===== config.mk =====
export PLATFORM = sky130hd
export DESIGN_NAME = accelerator_tensor_adder_scheduler
export DESIGN_NICKNAME = d
export VERILOG_FILES = /design/src/rtl/accelerator_tensor_adder_scheduler.sv
export SDC_FILE = /design/constraint.sdc
export NUM_CORES = 2
export LEC_CHECK = 0
export CAP_MARGIN = 10
export CORE_AREA = 2 2 335 337
export CTS_CLUSTER_SIZE = 40
export DETAILED_ROUTE_END_ITERATION = 8
export DIE_AREA = 0 0 337 339
export DONT_BUFFER_PORTS = 1
export PLACE_DENSITY_LB_ADDON = 0.05
export SLEW_MARGIN = 10
export SYNTH_ARGS = -nofsm -noshare
export SYNTH_HDL_FRONTEND = slang
export SYNTH_SLANG_ARGS = --single-unit

===== constraint.sdc =====
create_clock -name CLK -period 3.35 [get_ports CLK]
set_input_delay 0.5025 -clock CLK [delete_from_list [all_inputs] [get_ports CLK]]
set_output_delay 0.5025 -clock CLK [all_outputs]
set_load 0.05 [all_outputs]

===== src/rtl/accelerator_tensor_adder_scheduler.sv =====
`default_nettype none
// accelerator_tensor_adder_scheduler: drives one shared vector adder over an IxJxK tensor, one adder op per (i,j) row.
// Optional A/B dimension check at START is enabled by defining ACCELERATOR_TENSOR_SIZE_CHECK_EN.
module accelerator_tensor_adder_scheduler #(
    parameter int DATA_SIZE    = 64,
    parameter int CONTROL_SIZE = 64
) (
    input  logic                 CLK,
    input  logic                 RST,
    input  logic                 START,
    output logic                 READY,
    output logic                 ERROR,
    input  logic                 OPERATION,
    input  logic [DATA_SIZE-1:0] SIZE_A_I_IN,
    input  logic [DATA_SIZE-1:0] SIZE_A_J_IN,
    input  logic [DATA_SIZE-1:0] SIZE_A_K_IN,
    input  logic [DATA_SIZE-1:0] SIZE_B_I_IN,
    input  logic [DATA_SIZE-1:0] SIZE_B_J_IN,
    input  logic [DATA_SIZE-1:0] SIZE_B_K_IN,
    input  logic                 DATA_IN_VALID,
    output logic                 DATA_IN_ACCEPT,
    input  logic [DATA_SIZE-1:0] DATA_A_IN,
    input  logic [DATA_SIZE-1:0] DATA_B_IN,
    output logic                 DATA_OUT_I_ENABLE,
    output logic                 DATA_OUT_J_ENABLE,
    output logic                 DATA_OUT_K_ENABLE,
    output logic [DATA_SIZE-1:0] DATA_OUT,
    output logic                 VA_START,
    input  logic                 VA_READY,
    output logic                 VA_OPERATION,
    output logic                 VA_DATA_A_IN_ENABLE,
    output logic                 VA_DATA_B_IN_ENABLE,
    output logic [DATA_SIZE-1:0] VA_SIZE_IN,
    output logic [DATA_SIZE-1:0] VA_DATA_A_IN,
    output logic [DATA_SIZE-1:0] VA_DATA_B_IN,
    input  logic                 VA_DATA_OUT_ENABLE,
    input  logic [DATA_SIZE-1:0] VA_DATA_OUT
);

    typedef enum logic [2:0] {
        STARTER   = 3'd0,
        ROW_START = 3'd1,
        ROW_FEED  = 3'd2,
        ROW_WAIT  = 3'd3,
        ENDER     = 3'd4
    } state_t;

    localparam logic [CONTROL_SIZE-1:0] c_one = CONTROL_SIZE'(1);

    state_t                  state_q, state_d;
    logic [CONTROL_SIZE-1:0] i_q, i_d, j_q, j_d, k_q, k_d;
    logic [CONTROL_SIZE-1:0] lim_i_q, lim_i_d, lim_j_q, lim_j_d, lim_k_q, lim_k_d;
    logic [CONTROL_SIZE-1:0] ok_q, oj_q;
    logic [DATA_SIZE-1:0]    size_k_q, size_k_d;
    logic                    op_q, op_d;
    logic                    error_q, error_d;
    logic                    ready_q;
    logic                    va_en_q;
    logic [DATA_SIZE-1:0]    va_a_q, va_b_q;
    logic                    out_i_q, out_j_q, out_k_q;
    logic [DATA_SIZE-1:0]    data_out_q;

    logic [CONTROL_SIZE-1:0] w_ai, w_aj, w_ak;
    logic                    w_size_zero;
    logic                    w_mismatch;
    logic                    w_xfer;
    logic                    w_clear_out;

    assign w_ai        = CONTROL_SIZE'(SIZE_A_I_IN);
    assign w_aj        = CONTROL_SIZE'(SIZE_A_J_IN);
    assign w_ak        = CONTROL_SIZE'(SIZE_A_K_IN);
    assign w_size_zero = (w_ai == '0) || (w_aj == '0) || (w_ak == '0);

`ifdef ACCELERATOR_TENSOR_SIZE_CHECK_EN
    assign w_mismatch = (SIZE_A_I_IN != SIZE_B_I_IN) ||
                        (SIZE_A_J_IN != SIZE_B_J_IN) ||
                        (SIZE_A_K_IN != SIZE_B_K_IN);
`else
    // B dimensions carry no meaning without the check; the AND keeps them formally read.
    assign w_mismatch = 1'b0 & (|{SIZE_B_I_IN, SIZE_B_J_IN, SIZE_B_K_IN});
`endif

    assign DATA_IN_ACCEPT = (state_q == ROW_FEED);
    assign w_xfer         = DATA_IN_ACCEPT && DATA_IN_VALID;

    always_ff @(posedge CLK or negedge RST) begin
        if (!RST) begin
            state_q  <= STARTER;
            i_q      <= '0;
            j_q      <= '0;
            k_q      <= '0;
            lim_i_q  <= '0;
            lim_j_q  <= '0;
            lim_k_q  <= '0;
            size_k_q <= '0;
            op_q     <= 1'b0;
            error_q  <= 1'b0;
        end else begin
            state_q  <= state_d;
            i_q      <= i_d;
            j_q      <= j_d;
            k_q      <= k_d;
            lim_i_q  <= lim_i_d;
            lim_j_q  <= lim_j_d;
            lim_k_q  <= lim_k_d;
            size_k_q <= size_k_d;
            op_q     <= op_d;
            error_q  <= error_d;
        end
    end

    always_comb begin
        state_d     = state_q;
        i_d         = i_q;
        j_d         = j_q;
        k_d         = k_q;
        lim_i_d     = lim_i_q;
        lim_j_d     = lim_j_q;
        lim_k_d     = lim_k_q;
        size_k_d    = size_k_q;
        op_d        = op_q;
        error_d     = error_q;
        w_clear_out = 1'b0;
        case (state_q)
            STARTER: begin
                if (START) begin
                    lim_i_d     = w_ai - c_one;
                    lim_j_d     = w_aj - c_one;
                    lim_k_d     = w_ak - c_one;
                    size_k_d    = SIZE_A_K_IN;
                    op_d        = OPERATION;
                    error_d     = 1'b0;
                    i_d         = '0;
                    j_d         = '0;
                    k_d         = '0;
                    w_clear_out = 1'b1;
                    if (w_mismatch) begin
                        error_d = 1'b1;
                        state_d = ENDER;
                    end else if (w_size_zero) begin
                        state_d = ENDER;
                    end else begin
                        state_d = ROW_START;
                    end
                end
            end
            ROW_START: begin
                k_d     = '0;
                state_d = ROW_FEED;
            end
            ROW_FEED: begin
                if (DATA_IN_VALID) begin
                    k_d = k_q + c_one;
                    if (k_q == lim_k_q) begin
                        state_d = ROW_WAIT;
                    end
                end
            end
            ROW_WAIT: begin
                if (VA_READY) begin
                    if (j_q == lim_j_q) begin
                        j_d = '0;
                        i_d = i_q + c_one;
                    end else begin
                        j_d = j_q + c_one;
                    end
                    state_d = ((i_q == lim_i_q) && (j_q == lim_j_q)) ? ENDER : ROW_START;
                end
            end
            ENDER: begin
                state_d = STARTER;
            end
            default: begin
                state_d = STARTER;
            end
        endcase
    end

    // Output framing counters run independently of the issue counters, so results
    // still retire correctly when VA_READY coincides with the last result strobe.
    always_ff @(posedge CLK or negedge RST) begin
        if (!RST) begin
            ready_q    <= 1'b0;
            va_en_q    <= 1'b0;
            va_a_q     <= '0;
            va_b_q     <= '0;
            out_i_q    <= 1'b0;
            out_j_q    <= 1'b0;
            out_k_q    <= 1'b0;
            data_out_q <= '0;
            ok_q       <= '0;
            oj_q       <= '0;
        end else begin
            ready_q <= (state_q == ENDER);
            va_en_q <= w_xfer;
            if (w_xfer) begin
                va_a_q <= DATA_A_IN;
                va_b_q <= DATA_B_IN;
            end
            out_k_q <= VA_DATA_OUT_ENABLE;
            out_j_q <= VA_DATA_OUT_ENABLE && (ok_q == '0);
            out_i_q <= VA_DATA_OUT_ENABLE && (ok_q == '0) && (oj_q == '0);
            if (VA_DATA_OUT_ENABLE) begin
                data_out_q <= VA_DATA_OUT;
            end
            if (w_clear_out) begin
                ok_q <= '0;
                oj_q <= '0;
            end else if (VA_DATA_OUT_ENABLE) begin
                if (ok_q == lim_k_q) begin
                    ok_q <= '0;
                    oj_q <= (oj_q == lim_j_q) ? '0 : oj_q + c_one;
                end else begin
                    ok_q <= ok_q + c_one;
                end
            end
        end
    end

    assign READY               = ready_q;
    assign ERROR               = error_q;
    assign VA_START            = (state_q == ROW_START);
    assign VA_OPERATION        = op_q;
    assign VA_SIZE_IN          = size_k_q;
    assign VA_DATA_A_IN_ENABLE = va_en_q;
    assign VA_DATA_B_IN_ENABLE = va_en_q;
    assign VA_DATA_A_IN        = va_a_q;
    assign VA_DATA_B_IN        = va_b_q;
    assign DATA_OUT_I_ENABLE   = out_i_q;
    assign DATA_OUT_J_ENABLE   = out_j_q;
    assign DATA_OUT_K_ENABLE   = out_k_q;
    assign DATA_OUT            = data_out_q;

endmodule
`default_nettype wire


==> metrics.md <==
| Metric | Value |
|---|---|
| Crit. End Element | flip-flop |
| Cells on worst reg2reg path | 8 |
| Largest net degree at the start of global routing | 778 |
| DR WL/cell | 26.8 um |
| Worst slew margin | 1.33% |
| Core Footprint | 110000 um^2 |
| Fin crit share | 94.5% |
| Main synth FF type | dfrtp_1 |
| GRT Residual Overflow | 0 |
| Register area share after synthesis | 47.2% |
| DR WL met2 | 75800 um |
| Number of global-route vias before repair | 33900 |
| Clk_lat worst skew | 0.68 ns |
| Synth Warn # | 0 |
| Cell Count, Final, Fillers Out | 6208 |
| Post-synth ARST share | 100% |
| DR vias/cell | 5.49 |
| Max Clock Skew | 0.0313 ns |
| Leakage power | 20.5 nW |
| Drt drc | 0 |
| Post-synth EDFFs | 0 |
| Count of final max-slew check failures | 0 |
| CTS tree | done |
| Clock slew seen by the registers of the worst setup and hold paths | 0.06 ns |
| Actual slew at the worst max-slew pin | 1.48 ns |
| Crit path depth | 8 |
| RSZ-0062 raised after global routing | false |
| Seq cells post-synth | 777 |
| Dpl ws | 0.0795 ns |
| FMAX | 316 MHz |
| Post-DP Area | 43400 um^2 |
| CP peak stage delay | 0.60 ns |
| Root Driver | clkbuf_16 |
| Hold Violations, Final | 0 |
| P per Cell Area | 784 nW/um^2 |
| Post-Syn Nets | 4916 |
| CP Cell Sequence | xnor2_1 > nand4_1 > nor4_2 > nand4_1 > buf_4 > a2111o_1 > or4b_1 > a21oi_1 |
| CP startpoint kind | flip-flop |
| Most frequent cell after synthesis | dfrtp_1 |
| Top-Level Pins | 849 |
| RR Startpoint | lim_j_q[47]$_DFFE_PN0P_ |
| Crit path top cell by count | nand4_1 |
| HP Class | primary input to flip-flop |
| # rows | 122 |
| CTS H-tree lvls | 3 |
| CTS max path bufs | 3 |
| Crit-path leading delay family | simple AND/OR/NAND/NOR gates |
| PnR worst setup slack | 0.185 ns |
| Synth Instances | 4320 |
| Detail Route Antenna Nets | 0 |
| Synth top area share | 47.2% |
| Crit path kind | flip-flop to flip-flop |
| DR iter-0 viols | 2457 |
| R2r setup slk | 0.18 ns |
| Design area | 49700 um^2 |
| Width of the die | 337 um |
| # setup viols final | 0 |
| Crit path to | i_q[27]$_DFFE_PN0P_ |
| Post-DP HPWL | 122000 um |
| CP bufs+invs | 1 |
| Wl on met1 | 68800 um |
| Final #Nets | 5228 |
| Layout cell share with drive strength beyond 1 | 11.9% |
| Starting Density | 37.3% |
| DR pass1 iterations | 5 |
| Die ar. | 114000 um^2 |
| CTS Buf Count | 93 |
| Area grow syn2layout | 20.8% |
| Initial antenna violation count | 15 |
| Dpl cells | 5734 |
| Quantity of I/O buffers inserted on ports | 0 |
| Worst-path maximum fanout | 12 |
| Max-Cap Viols | 0 |
| Slowest CP cell | a2111o_1 |
| First-pass GRT wire length | 240000 um |
| Status | complete, no violations |
| Worst EP required | 3.94 ns |
| DR vias | 34100 |
| Final Wtd Congestion | 0.962 |
| Synthesized area | 41200 um^2 |
| All-Layer GR Usage | 28.5% |
| Highest metal used | met5 |
| Synth top cells by count | dfrtp_1 (777), nand2_1 (593), nor2_1 (350) |
| Finished Core Util | 45.1% |
| Data arrival time of the critical path | 3.76 ns |
| Mapped Avg Cell Area | 9.53 um^2 |
| Top cells by area, synth | dfrtp_1 (47%), xor2_1 (6.9%), xnor2_1 (6.9%) |
| Area leader, netlist | dfrtp_1 |
| Clock sinks | 777 |
| Beginning of the critical path | lim_j_q[47]$_DFFE_PN0P_ |
| Critical register-to-register path endpoint | i_q[27]$_DFFE_PN0P_ |
| Minimum clock period after layout | 3.17 ns |
| Setup TNS Final | 0 ns |
| Worst-case vdd ir drop | 0.757 mV |
| Distinct cells, synth | 75 |
| Die height | 339 um |
| Total wire length | 166000 um |
| WL met3 | 11600 um |
[stage by stage]
step	hold WS, ns	total power [W]
after CTS	-0.511	0.0390
after global placement	0.222	0.0277
after detailed placement	0.228	0.0277
final	0.0337	0.0390
after floorplan	0.207	0.0235
after global routing	0.0167	0.0407
[worst reg2reg max path: cells and delay by family (launching register included)]
family | cells | cell delay, ns
and+or+nand+nor | 4 | 1.24
AOI/OAI and AO/OA | 2 | 0.76
DFF | 1 | 0.45
xor gates and xnor gates | 1 | 0.39
buffers and inverters | 1 | 0.24
[final cells by class]
class	instances	area, um^2
Multi-Input combinational cell	3262	20700
Inverter	60	225
Antenna cell	16	40.0
Clock inverter	35	452
Timing Repair Buffer	438	4240
Fill cell	10700	60600
Tap cell	1488	1860
Sequential cell	777	19400
Clock buffer	132	2760
[cells in the final DEF (no fill, tap or decap), types with 20 or more instances in the layout]
cell type,instances
inv_1,60
nand4_1,146
o21ai_0,266
clkbuf_8,24
and2_1,20
a31oi_1,33
nor4_1,150
nand3_1,140
xnor2_1,322
and4_1,33
a21oi_1,119
dfrtp_1,777
clkbuf_16,95
mux2_2,192
nand2_1,592
or4_1,60
dlygate4sd3_1,286
nand3b_1,22
xor2_1,324
o31ai_1,25
nor3_1,106
or3_1,84
and3_1,38
buf_4,136
nor2_1,348
[what timing repair did]
item | CTS | global route
gates resized for setup | 0 | 5
hold buffers | 285 | 2
hold endpoints to repair | 1082 | 222
buffers inserted | 0 | 0
endpoints found under the setup margin | 0 | 14
[logic make-up after synthesis]
logic type                 after synthesis  synth area share (%)
adders and majority gates               13                 0.395
muxes                                  198                  5.40
DFF                                    777                  47.2
xor gates and xnor gates               646                  13.7
AOI/OAI and AO/OA                      555                  7.75
buffers and inverters                  281                  2.65
and+or+nand+nor                       1849                  22.8
other                                    1               0.00911
[sequential cells by signal, indices dropped and copies added, names as in the netlist, 64 cells and up]
signal	count
VA_SIZE_IN	64
oj_q	64
VA_DATA_A_IN	64
lim_k_q	64
DATA_OUT	64
j_q	64
i_q	64
VA_DATA_B_IN	64
lim_i_q	64
ok_q	64
k_q	64
lim_j_q	64
[power breakdown]
group          internal (W)  switching [W]  total [W]
clock               0.00647        0.00430     0.0108
sequential           0.0117        0.00814     0.0199
combinational       0.00357        0.00477    0.00834
total                0.0218         0.0172     0.0390
[metal layers]
layer  global-route usage [%]  vias to the layer above
met1                     36.5                    16800
li1                         -                    15800
met2                     44.7                     1243
met3                     6.28                      307
met5                        0                        -
met4                     15.6                        2
[worst min-delay path by stage]
stage,startpoint,to,slack [ns],depth (start not counted)
3_5_place_dp,RST,VA_DATA_A_IN[1]$_DFFE_PN0P_,0.23,0
2_1_floorplan,RST,DATA_OUT[0]$_DFFE_PN0P_,0.21,0
5_1_grt,SIZE_A_K_IN[60],lim_k_q[60]$_DFFE_PN0P_,0.02,2
4_1_cts,RST,VA_DATA_A_IN[1]$_DFFE_PN0P_,-0.51,0
3_3_place_gp,RST,VA_DATA_A_IN[1]$_DFFE_PN0P_,0.22,0
6_report,SIZE_A_I_IN[33],lim_i_q[33]$_DFFE_PN0P_,0.03,2
Note: power is estimated with default switching activity, not from simulation.
